File: src/rtl/ripple_counter_controller.sv
// Run controller for the team's 8-bit ripple counter: it paces tick pulses through a
// prescaler, clears the chain at each run start and tracks the count in a shadow register.
`timescale 1ns/1ps
module ripple_counter_controller (
  input  logic       clock_i,
  input  logic       reset_ni,
  input  logic       start_i,
  input  logic       stop_i,
  input  logic       pause_i,
  input  logic       reload_mode_i,
  input  logic [7:0] terminal_i,
  input  logic [7:0] prescale_i,
  output logic       tick_o,
  output logic       toggle_o,
  output logic       counter_clear_n_o,
  output logic [7:0] shadow_count_o,
  output logic       busy_o,
  output logic       done_o
);

  localparam logic [2:0] S_IDLE   = 3'd0;
  localparam logic [2:0] S_CLEAR  = 3'd1;
  localparam logic [2:0] S_RUN    = 3'd2;
  localparam logic [2:0] S_PAUSED = 3'd3;
  localparam logic [2:0] S_DONE   = 3'd4;

  logic [2:0] state_q, state_d;
  logic [7:0] term_q, term_d;
  logic [7:0] presc_cfg_q, presc_cfg_d;
  logic       reload_q, reload_d;
  logic [7:0] presc_q, presc_d;
  logic [7:0] count_q, count_d;
  logic       tick_q, tick_d;
  logic       done_q, done_d;

  logic [7:0] eff_presc;
  logic       terminal_hit;

  // A zero prescale would let tick stay high back to back, so it is bumped to 1.
  assign eff_presc    = (presc_cfg_q == 8'd0) ? 8'd1 : presc_cfg_q;
  assign terminal_hit = tick_q && (count_q == term_q);

  always_comb begin
    // NOTE: every always_comb target gets a default first so no path infers a latch.
    state_d     = state_q;
    term_d      = term_q;
    presc_cfg_d = presc_cfg_q;
    reload_d    = reload_q;
    presc_d     = presc_q;
    count_d     = count_q;
    tick_d      = 1'b0;
    done_d      = 1'b0;

    unique case (state_q)
      S_IDLE: begin
        if (start_i && !stop_i) begin
          term_d      = terminal_i;
          presc_cfg_d = prescale_i;
          reload_d    = reload_mode_i;
          count_d     = 8'd0;
          presc_d     = 8'd0;
          state_d     = S_CLEAR;
        end
      end
      S_CLEAR: begin
        if (stop_i)       state_d = S_IDLE;
        else if (pause_i) state_d = S_PAUSED;
        else              state_d = S_RUN;
      end
      S_RUN: begin
        // Priority: stop, then completion of the terminal tick, then pause, then counting.
        if (stop_i) begin
          state_d = S_IDLE;
        end else if (terminal_hit) begin
          done_d = 1'b1;
          if (reload_q) begin
            count_d = 8'd0;
            presc_d = 8'd0;
            state_d = S_CLEAR;
          end else begin
            state_d = S_DONE;
          end
        end else if (pause_i) begin
          state_d = S_PAUSED;
        end else if (presc_q == eff_presc) begin
          tick_d  = 1'b1;
          count_d = count_q + 8'd1;
          presc_d = 8'd0;
        end else begin
          presc_d = presc_q + 8'd1;
        end
      end
      S_PAUSED: begin
        if (stop_i)        state_d = S_IDLE;
        else if (!pause_i) state_d = S_RUN;
      end
      S_DONE:  state_d = S_IDLE;
      default: state_d = S_IDLE;
    endcase
  end

  always_ff @(posedge clock_i or negedge reset_ni) begin
    // NOTE: sequential state uses non-blocking assignments so all registers update together.
    if (!reset_ni) begin
      state_q     <= S_IDLE;
      term_q      <= 8'd0;
      presc_cfg_q <= 8'd0;
      reload_q    <= 1'b0;
      presc_q     <= 8'd0;
      count_q     <= 8'd0;
      tick_q      <= 1'b0;
      done_q      <= 1'b0;
    end else begin
      state_q     <= state_d;
      term_q      <= term_d;
      presc_cfg_q <= presc_cfg_d;
      reload_q    <= reload_d;
      presc_q     <= presc_d;
      count_q     <= count_d;
      tick_q      <= tick_d;
      done_q      <= done_d;
    end
  end

  assign tick_o            = tick_q;
  assign done_o            = done_q;
  assign shadow_count_o    = count_q;
  assign busy_o            = (state_q != S_IDLE);
  assign counter_clear_n_o = (state_q != S_CLEAR);
  assign toggle_o          = (state_q == S_CLEAR) || (state_q == S_RUN) || (state_q == S_PAUSED);

endmodule

File: config.mk
export PLATFORM = sky130hd
export DESIGN_NAME = ripple_counter_controller
export DESIGN_NICKNAME = d
export VERILOG_FILES = /design/src/rtl/ripple_counter_controller.sv
export SDC_FILE = /design/constraint.sdc
export NUM_CORES = 1
export LEC_CHECK = 0
export ABC_AREA = 1
export BUFFER_PORTS_ARGS = -buffer_cell sky130_fd_sc_hd__buf_2
export CAP_MARGIN = 20
export CORE_MARGIN = 2
export CORE_UTILIZATION = 33
export CTS_CLUSTER_SIZE = 14
export DETAILED_ROUTE_END_ITERATION = 8
export SLEW_MARGIN = 40
export SYNTH_ARGS = -nofsm -noshare
export SYNTH_HDL_FRONTEND = slang
export SYNTH_SLANG_ARGS = --single-unit
export TNS_END_PERCENT = 30
File: constraint.sdc
create_clock -name clock_i -period 1.7 [get_ports clock_i]
set_input_delay 0 -clock clock_i [delete_from_list [all_inputs] [get_ports clock_i]]
set_output_delay 0 -clock clock_i [all_outputs]
set_load 0.1 [all_outputs]
* After elaboration in Yosys (flattened, before gate mapping)
Cells that the tools add are included. W data, S select, Z words.
Operators by class: add/subtract/negate cells 2, multipliers 0, divide/modulo/power cells 0, magnitude comparators 0, equality and inequality tests 13, shift-type cells 0, multiplexer cells 31, bitwise operators 0, reductions and logical operators 13
Operator list (count):
- $mux W8 | 11
- $pmux W8 S2 | 2
- $mux W3 | 7
- $add A8 B1 Y8 const B | 2
- $eq A8 B8 Y1 | 2
- $ne A3 B3 Y1 const B | 4
- $pmux W3 S4 | 1
- $mux W1 | 9
- $logic_not A8 Y1 | 1
- $eq A3 B2 Y1 const B | 2
- $reduce_and A6 Y1 | 1
- $reduce_and A5 Y1 | 1
- $ne A2 B2 Y1 const B | 2
- $ne A4 B4 Y1 const B | 1
- $eq A3 B1 Y1 const B | 1
- $logic_not A3 Y1 | 1
- $ne A3 B1 Y1 const B | 1
- $reduce_and A3 Y1 | 1
- $reduce_bool A3 Y1 | 1
- $logic_and A1 B1 Y1 | 2
- $logic_or A1 B1 Y1 | 2
- $mux W2 | 1
- $reduce_and A2 Y1 | 1
- $reduce_bool A2 Y1 | 1
- $logic_not A1 Y1 | 1
Storage, ports and cells: flip-flop bits (word level) 38, latch bits 0, memory bits (writable) 0, bits in read-only memories 0, input bits 22, word-level logic and storage cells 67, memories 0

* Longest topological paths before layout
Gate-level depths: netlist (run 1).
word-level depth 8, gate-level depth with buffers 14

* Worst setup path after synthesis (run 1)
OpenSTA, ideal clock, no wires.
path kind register -> register, from register count_q[3] (netlist: shadow_count_o[3]), to register count_q[4] (netlist: shadow_count_o[4]), data arrival time 2.129 ns, data required time 1.577 ns, slack -0.551 ns, cell stages (with the launch flop) 15, cells stage by stage dfrtp_1 > buf_6 > inv_2 > nand2_1 > nand2_1 > inv_1 > nand2_1 > nor2_2 > nand3_4 > nand3_2 > nand2_4 > nor2_4 > nand2_4 > nand2_1 > nand2_1
On the way: word-level cells in the longest chain between the ends 6
Ends and longest elaborated chain:
- from (decl) | line 32 | logic [7:0] count_q, count_d;
- from (signal assigned) | line 119 | count_q <= count_d;
- $add A8 B1 Y8 | line 87 | count_d = count_q + 8'd1;
- $mux W8 | line 85 | end else if (presc_q == eff_presc) begin
- $mux W8 | line 83 | end else if (pause_i) begin
- $mux W8 | line 74 | end else if (terminal_hit) begin
- $mux W8 | line 72 | if (stop_i) begin
- $pmux W8 S2 | line 54 | unique case (state_q)
Parallel ways exist; a longest one is shown, timed or not. The select of a mux whose other input is x is not followed. A chain may end at the register's enable or synchronous reset.

* Final worst setup path (run 1)
from register count_q[5] (netlist: shadow_count_o[5]), to register count_q[4] (netlist: shadow_count_o[4])
On the way: word-level cells in the longest chain between the ends 5
Ends and longest elaborated chain:
- $eq A8 B8 Y1 * | line 41 | assign terminal_hit = tick_q && (count_q == term_q);
- $logic_and A1 B1 Y1 * | line 41
- $mux W8 | line 74
- $mux W8 | line 72
- $pmux W8 S2 | line 54
Mark *: on every way between the ends. The rest lies on a longest branch, timed or not. The select of a mux whose other input is x is not followed.

==> results.yml, run 1 <==
grt:
  grt_pass1_wl_mm: 9.69
  antenna_found_initial: 0
  grt_max_degree: 26
  globalRoute.totalOverflow: 0
  grt_pass1_vias: 2167
  grt_use_total_pct: 16.2
placement:
  placedInstanceArea_mm2: 0.00272
  gp_congestion: 0.830
  io_buffers: 34
  dp_slack_ns: -0.0253
  hpwlAfterDp_mm: 4.24
pwr:
  p_leak_nw: 1.55
  power.density_mw_per_mm2: 1390
  p_sw_w: 0.00189
  switching_share_pct: 43.4
  combinationalPowerShare_pct: 47.0
  power_frac_seq_pct: 31.2
  internal-power_w: 0.00247
  power_frac_clock_pct: 21.9
  vdd_drop_max_mv: 0.594
job:
  maxCapViolations: 0
detailed_routing:
  drt_first_pass_iters: 4
  antenna_left: 0
  vias_per_cell: 4.59
  finalWirelength_mm: 5.67
  wl_per_cell_um: 12.1
  via_count: 2148
  first_iter_violations: 64
  drc: 0
cells_and_area:
  multi_input_comb_area_mm2: 0.00121
  final_cell_mix: "79 x nand2_1, 46 x nor2_1, 36 x inv_1, 34 x buf_2, 28 x dfrtp_1"
  fin_area_mm2: 0.00312
  layout_commonest_cell: "nand2_1"
  nFillCells: 671
  diodes: 0
  syn_to_final_growth_pct: 35.7
  drive_above_1_share_pct: 28.6
  final-seq-area_um2: 971
  nets: 411
sta:
  finalHoldViolations: 0
  post-route-period-util_pct: 99.6
  max_slew_margin_pct: 67.4
  fmax_mhz: 591
  layout_setup_ws_ns: 0.00727
  setup_viol: 0
  whs_ns: 0.0727
  tightest_slew_ns: 0.492
  slew_viol_final: 0
  finalClockSkew_ns: 0.00941
  rsz0062_at_grt: "true"
  finalCriticalPeriod_ns: 1.69
clocking:
  cts_num_sinks: 38
  ctsLongestPathBuffers: 2
  tritoncts: "yes"
  clockRootBuffer: "clkbuf_8"
  clk_pin_slew_ns: 0.08
  htree_levels: 2
  cts_buffers: 5
  clock_insertion_delay_worst_skew_ns: 0.29
synth:
  syn_nets: 332
  synth_edf_count: 0
  yosys_warnings: 0
  ys_ff_latch: 38
  syn_avg_cell_area_um2: 7.47
  synthArstFlopShare_pct: 100
  seq_area_frac_synth_pct: 41.3
  synthesis.area_mm2: 0.00230
  synthCells: 308
  yosys_most_used_dff: "dfrtp_1"
  ys_types: 32
floorplanning:
  dieHeight_um: 87.5
  num_rows: 30
  coreArea_mm2: 0.00676
  start_util_pct: 34.1
  die_area_mm2: 0.00766
  die_w_um: 87.5
  ioPinCount: 35
hold_path:
  hold_path.startpoint: "pause_i"
  worstHoldEndpoint: "tick_o$_DFF_PN0_"
  hold_depth: 4
  hp-class: "primary input to flip-flop"
run_status:
  status: "finished, final reports clean"
critical_path:
  r2r_cells: 12
  setup.worst_path.class: "flip-flop to flip-flop"
  crit_arrival_ns: 1.87
  r2r_setup_slack_ns: 0.007
  end_kind: "flip-flop"
  startpoint_type: "flip-flop"
  r2r-start: "shadow_count_o[5]$_DFFE_PN0P_"
  r2r-end: "shadow_count_o[4]$_DFFE_PN0P_"
  worst-path-max-fanout: 8
  cp.required_ns: 1.88
## through the flow
| stage | TNS, ns | util, % | power (W) | cells |
|---|---|---|---|---|
| 2_1_floorplan | -2.71 | - | 0.00277 | 308 |
| 3_3_place_gp | 0 | 40.2 | 0.00327 | 437 |
| 3_5_place_dp | -0.0663 | 40.2 | 0.00330 | 437 |
| 4_1_cts | 0 | 45.4 | 0.00432 | 466 |
| 5_1_grt | -1.62 | 46.2 | 0.00468 | 468 |
| 6_report | 0 | 46.2 | 0.00435 | 468 |
## cell usage after synthesis, drive strengths merged (2+ instances only)
cell	number	area share, %
xnor2	6	2.3
ha	2	1.1
xor2	9	3.4
dfrtp	38	41
nand2	91	16
nor3	6	2.0
buf	3	0.92
inv	40	6.5
mux2	7	3.4
a21oi	13	3.0
nand4	5	1.4
nor3b	2	0.65
nand3b	2	0.65
nand3	25	6.4
nor2	51	9.0
o21ai	4	1.0
## worst max-delay path: stages, from the launching register on
cell and delay, ns:
dfrtp_4 0.51, nand2_2 0.08, nand2_1 0.05, inv_1 0.04, nand2_1 0.05, nor2_2 0.13
nand3_4 0.13, nand3_2 0.10, nand2_4 0.06, nor2_4 0.15, nand2_4 0.12, nand2_1 0.08
nand2_1 0.06
## power by group through the flow
stage | registers [W] | logic (W) | clock network, W
6_report | 0.00136 | 0.00205 | 0.000952
5_1_grt | 0.00139 | 0.00227 | 0.00102
4_1_cts | 0.00136 | 0.00199 | 0.000970
3_5_place_dp | 0.00138 | 0.00192 | 0
3_3_place_gp | 0.00137 | 0.00190 | 0
2_1_floorplan | 0.00141 | 0.00136 | 0
## sequential cells by signal, indices dropped and copies added (netlist names)
signal,cells
done_o,1
presc_cfg_q,8
presc_q,8
reload_q,1
shadow_count_o,8
state_q,3
term_q,8
tick_o,1
## how the worst max path moves through the flow
stage / startpoint / to / slack [ns]
after global routing: shadow_count_o[3]$_DFFE_PN0P_ / shadow_count_o[1]$_DFFE_PN0P_ / -0.12
after global placement: shadow_count_o[5]$_DFFE_PN0P_ / shadow_count_o[4]$_DFFE_PN0P_ / 0.03
after floorplan: shadow_count_o[3]$_DFFE_PN0P_ / shadow_count_o[4]$_DFFE_PN0P_ / -0.17
after CTS: shadow_count_o[5]$_DFFE_PN0P_ / shadow_count_o[4]$_DFFE_PN0P_ / 0.006
final: shadow_count_o[5]$_DFFE_PN0P_ / shadow_count_o[4]$_DFFE_PN0P_ / 0.007
after detailed placement: shadow_count_o[5]$_DFFE_PN0P_ / shadow_count_o[4]$_DFFE_PN0P_ / -0.03
## final cells by class
class                      count  area share, %
clock buffer                   6           2.65
multi-input combinational    226           38.8
inverter                      41           4.93
tap                           80           3.21
timing repair buffer          75           17.4
sequential                    38           31.1
clock inverter                 2           1.92
## layer usage
metal	global-route usage, %	up-vias	wire length (µm)	part of all wire [%]
li1	-	1125	-	-
met1	19.5	982	2530	45
met2	29.0	35	2840	50
met3	3.60	6	230	4.1
met4	4.90	0	68	1.2
met5	0	-	0	0
## cells by family after synthesis
group | share of synthesized area (%)
compound gates | 4.95
xor+xnor | 5.71
fa+ha+maj | 1.09
buf+inv | 7.61
flops | 41.3
mux | 3.43
simple gates | 35.9
## timing repair
item,CTS,global route
hold buffers,19,0
hold endpoints to repair,57,0
gates resized for setup,1,11
pin swaps,1,8
endpoints found under the setup margin,7,20
setup buffers,2,2
Note: power is estimated with default switching activity, not from simulation.
==> run 2, diff against run 1 <==
Clock period 1.7 ns to 1.53 ns, I/O delays scaled along.
==> run 2 against run 1 <==
Net effect: the run now ends with negative setup slack left; wire length rose by 5.8%; sequential share of layout area fell by 2.9 points; cell count rose by 7.1%; combinational power rose by 33%; sequential power rose by 10%; register-to-register slack got worse by 0.18 ns; core utilization rose by 4.7 points; worst setup slack got worse by 0.18 ns; non-clock buffer count rose by 33; largest power group unchanged.
==> results.yml, run 2 (same netlist as run 1, synthesis figures left out) <==
clocking:
  clock_insertion_delay_worst_skew_ns: 0.30
  cts_num_sinks: 38
  clockRootBuffer: "clkbuf_8"
  htree_levels: 2
  tritoncts: "yes"
  cts_buffers: 5
  clk_pin_slew_ns: 0.08
  ctsLongestPathBuffers: 2
run_status:
  violations: "negative setup slack"
  status: "finished with violations"
sta:
  finalHoldViolations: 0
  rsz0062_at_grt: "true"
  layout_setup_ws_ns: -0.177
  fmax_mhz: 586
  max_slew_margin_pct: 57.1
  finalClockSkew_ns: 0.00935
  whs_ns: 0.121
  post-route-period-util_pct: 112
  finalCriticalPeriod_ns: 1.71
  tightest_slew_ns: 0.643
  setup_viol: 17
  slew_viol_final: 0
hold_path:
  hold_path.startpoint: "pause_i"
  hp-class: "primary input to flip-flop"
cells_and_area:
  drive_above_1_share_pct: 34.9
  final_cell_mix: "77 x nand2_1, 52 x buf_4, 43 x nor2_1, 36 x inv_1, 33 x buf_2"
  finish.utilization_pct: 50.9
  fin_cells: 501
  nets: 444
  syn_to_final_growth_pct: 49.6
  nFillCells: 636
  layout_commonest_cell: "nand2_1"
  diodes: 0
pwr:
  power_frac_clock_pct: 19.8
  switching_share_pct: 42.8
  p_sw_w: 0.00225
  internal-power_w: 0.00302
  p_leak_nw: 1.73
  power_frac_seq_pct: 28.5
  power.density_mw_per_mm2: 1530
  vdd_drop_max_mv: 0.652
  combinationalPowerShare_pct: 51.7
floorplanning:
  coreArea_mm2: 0.00676
  ioPinCount: 35
  start_util_pct: 34.1
  num_rows: 30
  dieHeight_um: 87.5
  die_w_um: 87.5
  die_area_mm2: 0.00766
critical_path:
  crit_arrival_ns: 1.94
  end_kind: "flip-flop"
  startpoint_type: "flip-flop"
  cp.required_ns: 1.76
  crit_start: "shadow_count_o[5]$_DFFE_PN0P_"
  r2r-start: "shadow_count_o[5]$_DFFE_PN0P_"
  worst-path-max-fanout: 8
  setup.worst_path.class: "flip-flop to flip-flop"
grt:
  antenna_found_initial: 0
  grt_pass1_vias: 2294
  globalRoute.totalOverflow: 0
  grt_pass1_wl_mm: 10.0
  grt_use_total_pct: 16.8
  grt_max_degree: 27
detailed_routing:
  first_iter_violations: 110
  antenna_left: 0
  vias_per_cell: 4.65
  wl_per_cell_um: 12.0
  finalWirelength_mm: 6.00
  drc: 0
  via_count: 2330
  drt_first_pass_iters: 4
placement:
  dp.cells: 471
  gp_congestion: 0.841
  hpwlAfterDp_mm: 4.44
  io_buffers: 34
job:
  maxCapViolations: 0
[run 2: critical path, stage by stage (launching register included)]
cell,delay [ns]
dfrtp_4,0.50
nand2_1,0.10
nand2_1,0.05
inv_1,0.06
nand2_2,0.07
nor2_4,0.10
nand3_4,0.15
o21ai_4,0.25
nand2_2,0.09
nand2_4,0.13
nand2_1,0.07
nand2_1,0.06
[run 2: worst paths after layout]
| check | end | slack (ns) | cells after the start |
|---|---|---|---|
| worst max-delay path | presc_q[3]$_DFFE_PN0P_ | -0.18 | 11 |
| worst min-delay path | tick_o$_DFF_PN0_ | 0.12 | 4 |
| worst max register to register | presc_q[3]$_DFFE_PN0P_ | -0.18 | 11 |
| worst min register to register | term_q[2]$_DFFE_PN0P_ | 0.54 | 1 |
| max in group asynchronous | presc_cfg_q[6]$_DFFE_PN0P_ | 0.71 | 3 |
| min in group asynchronous | term_q[1]$_DFFE_PN0P_ | 0.25 | 2 |
[run 2: final cells by class]
type / instances / area (µm²) / share of cell area, %
multi-input combinational: 226 / 1250 / 36.5
clock inverter: 3 / 68.8 / 2.00
timing repair buffer: 108 / 826 / 24.0
inverter: 41 / 154 / 4.47
sequential: 38 / 970 / 28.2
tap: 80 / 100 / 2.91
clock buffer: 5 / 68.8 / 2.00
[run 2: power by group through the flow]
stage | clock (W) | sequential (W) | combinational [W]
finish | 0.00104 | 0.00150 | 0.00272
global route | 0.00112 | 0.00154 | 0.00296
CTS | 0.00107 | 0.00149 | 0.00259
detailed placement | 0 | 0.00152 | 0.00254
global placement | 0 | 0.00150 | 0.00252
floorplan | 0 | 0.00156 | 0.00152
[run 2: metrics by stage]
stage | area (µm²) | power [W] | worst slack [ns] | TNS, ns
floorplan | 2320 | 0.00308 | -0.344 | -8.71
global placement | 3010 | 0.00402 | -0.116 | -1.33
detailed placement | 3010 | 0.00406 | -0.132 | -1.90
CTS | 3350 | 0.00516 | -0.157 | -2.23
global route | 3440 | 0.00562 | -0.294 | -4.41
finish | 3440 | 0.00527 | -0.177 | -2.69
[run 2: what timing repair did]
action                                  CTS  global route
endpoints found under the setup margin   17            26
setup buffers                             1             3
hold buffers                             19             0
pin swaps                                 0            13
hold endpoints to repair                 43             0
gates resized for setup                   0            20
[run 2: metal layers]
metal	track usage (%)	vias to the layer above	routed length [µm]
li1	-	1188	-
met1	20.0	1072	2620
met2	29.0	53	2980
met3	3.60	17	223
met4	7.27	0	175
met5	0	-	0
==> run 3, diff against run 2 <==
Settings changed: CELL_PAD_IN_SITES_DETAIL_PLACEMENT from default to 1, CELL_PAD_IN_SITES_GLOBAL_PLACEMENT from default to 1, PLACE_DENSITY_LB_ADDON from default to 0.1, SKIP_CTS_REPAIR_TIMING from default to 1.
==> run 3 against run 2 <==
Net effect: the run ends with negative hold slack, negative setup slack left; first-iteration DRC count decreased by 63%; sequential power about the same; clock skew fell by 0.0051 ns; cell count shrank 1.0%; final area is 1.9% lower; clock-buffer cell count rose by 2; maximum frequency grew 1.2%.
==> results.yml, run 3 (same netlist as run 1, synthesis figures left out) <==
grt:
  grt_pass1_wl_mm: 10.8
  grt_max_degree: 39
  globalRoute.totalOverflow: 0
  grt_pass1_vias: 2368
  grt_use_total_pct: 18.2
  antenna_found_initial: 0
detailed_routing:
  finalWirelength_mm: 6.96
  drt_first_pass_iters: 4
  via_count: 2349
  first_iter_violations: 41
  antenna_left: 0
  vias_per_cell: 4.74
  wl_per_cell_um: 14.0
  drc: 0
clocking:
  cts_num_sinks: 38
  htree_levels: 2
  clk_pin_slew_ns: 0.08
  cts_buffers: 5
  clockRootBuffer: "clkbuf_8"
  ctsLongestPathBuffers: 2
  clock_insertion_delay_worst_skew_ns: 0.29
  tritoncts: "yes"
critical_path:
  crit_arrival_ns: 1.87
  worst-path-max-fanout: 8
  setup.worst_path.class: "flip-flop to flip-flop"
  startpoint_type: "flip-flop"
  end_kind: "flip-flop"
  cp.required_ns: 1.72
sta:
  fmax_mhz: 593
  tightest_slew_ns: 0.515
  post-route-period-util_pct: 110
  slew_viol_final: 0
  finalClockSkew_ns: 0.00427
  max_slew_margin_pct: 65.7
  whs_ns: -0.0308
  layout_setup_ws_ns: -0.156
  finalCriticalPeriod_ns: 1.69
  rsz0062_at_grt: "true"
  setup_viol: 17
  finalHoldViolations: 2
floorplanning:
  start_util_pct: 34.1
  num_rows: 30
  ioPinCount: 35
  die_w_um: 87.5
  coreArea_mm2: 0.00676
  dieHeight_um: 87.5
  die_area_mm2: 0.00766
run_status:
  status: "finished with violations"
  violations: "negative hold slack, negative setup slack"
pwr:
  p_leak_nw: 1.71
  fin_total_pwr_w: 0.00502
  vdd_drop_max_mv: 0.816
  power.density_mw_per_mm2: 1490
placement:
  gp_congestion: 0.825
  dp.cells: 469
  placedInstanceArea_mm2: 0.00300
  io_buffers: 34
  hpwlAfterDp_mm: 5.11
job:
  maxCapViolations: 0
cells_and_area:
  diodes: 0
  drive_above_1_share_pct: 37.5
  syn_to_final_growth_pct: 46.7
  final_cell_mix: "64 x nand2_1, 48 x buf_4, 45 x nor2_1, 36 x inv_1, 33 x buf_2"
  fin_area_mm2: 0.00338
  nets: 439
  fin_cells: 496
  layout_commonest_cell: "nand2_1"
hold_path:
  hp-class: "primary input to flip-flop"
-- run 3: changes by cell type in the layout (fill, tap and decap cells not counted), moves of 2 or more --
cell / delta
nand2_2: +13
nor2_1: +2
bufinv_16: -2
nor2_2: -2
nand2_1: -13
buf_4: -4
dlygate4sd3_1: -2
-- run 3: routing by layer --
layer	global-route usage [%]	wire length [µm]	up-vias	part of all wire, %
met4	3.92	17	0	0.24
met2	33.9	3890	20	56
met5	0	0	-	0
met3	3.51	110	3	1.6
met1	21.4	2950	1152	42
li1	-	-	1174	-
-- run 3: final timing paths --
kind / startpoint / to / slack [ns] / cells after the start
worst max-delay path: shadow_count_o[3]$_DFFE_PN0P_ / shadow_count_o[7]$_DFFE_PN0P_ / -0.16 / 12
worst min-delay path: terminal_i[6] / term_q[6]$_DFFE_PN0P_ / -0.03 / 3
worst max register to register: shadow_count_o[3]$_DFFE_PN0P_ / shadow_count_o[7]$_DFFE_PN0P_ / -0.16 / 12
worst min register to register: term_q[2]$_DFFE_PN0P_ / term_q[2]$_DFFE_PN0P_ / 0.54 / 1
max in group asynchronous: reset_ni / shadow_count_o[3]$_DFFE_PN0P_ / 0.84 / 3
min in group asynchronous: reset_ni / term_q[3]$_DFFE_PN0P_ / 0.30 / 3
-- run 3: where the power goes --
| group | switching, W | internal [W] |
|---|---|---|
| Sequential | 0.000250 | 0.00128 |
| Clock | 0.000354 | 0.000364 |
| Combinational | 0.00170 | 0.00108 |
-- run 3: critical path, stage by stage, from the launching register on --
cell and delay, ns:
dfrtp_4 0.50, nand2_2 0.09, nand2_1 0.06, inv_1 0.06, nand2_2 0.06, nor2_4 0.10
nand3_4 0.13, nand3_2 0.12, nand2_4 0.07, nor2_4 0.15, nand2_4 0.11, nand2_1 0.09
nand2_1 0.05
-- run 3: per-stage QoR --
| stage | util (%) | setup WS (ns) | setup TNS (ns) | hold slack, ns |
|---|---|---|---|---|
| finish | 50.0 | -0.156 | -2.30 | -0.0308 |
| global placement | 44.4 | -0.111 | -1.35 | 0.0956 |
| floorplan | - | -0.344 | -8.71 | -0.296 |
| CTS | 45.7 | -0.223 | -3.26 | -0.220 |
| global route | 50.0 | -0.284 | -4.61 | 0.00527 |
| detailed placement | 44.4 | -0.184 | -2.83 | 0.0945 |
-- run 3: cell type report --
class	count	area, µm²
flip-flops and latches	38	971
clock buffers	7	86.3
fillers	858	3380
clock inverters	1	5.00
well taps	80	100
multi-input cells	226	1270
inverters	41	154
repair buffers	103	787
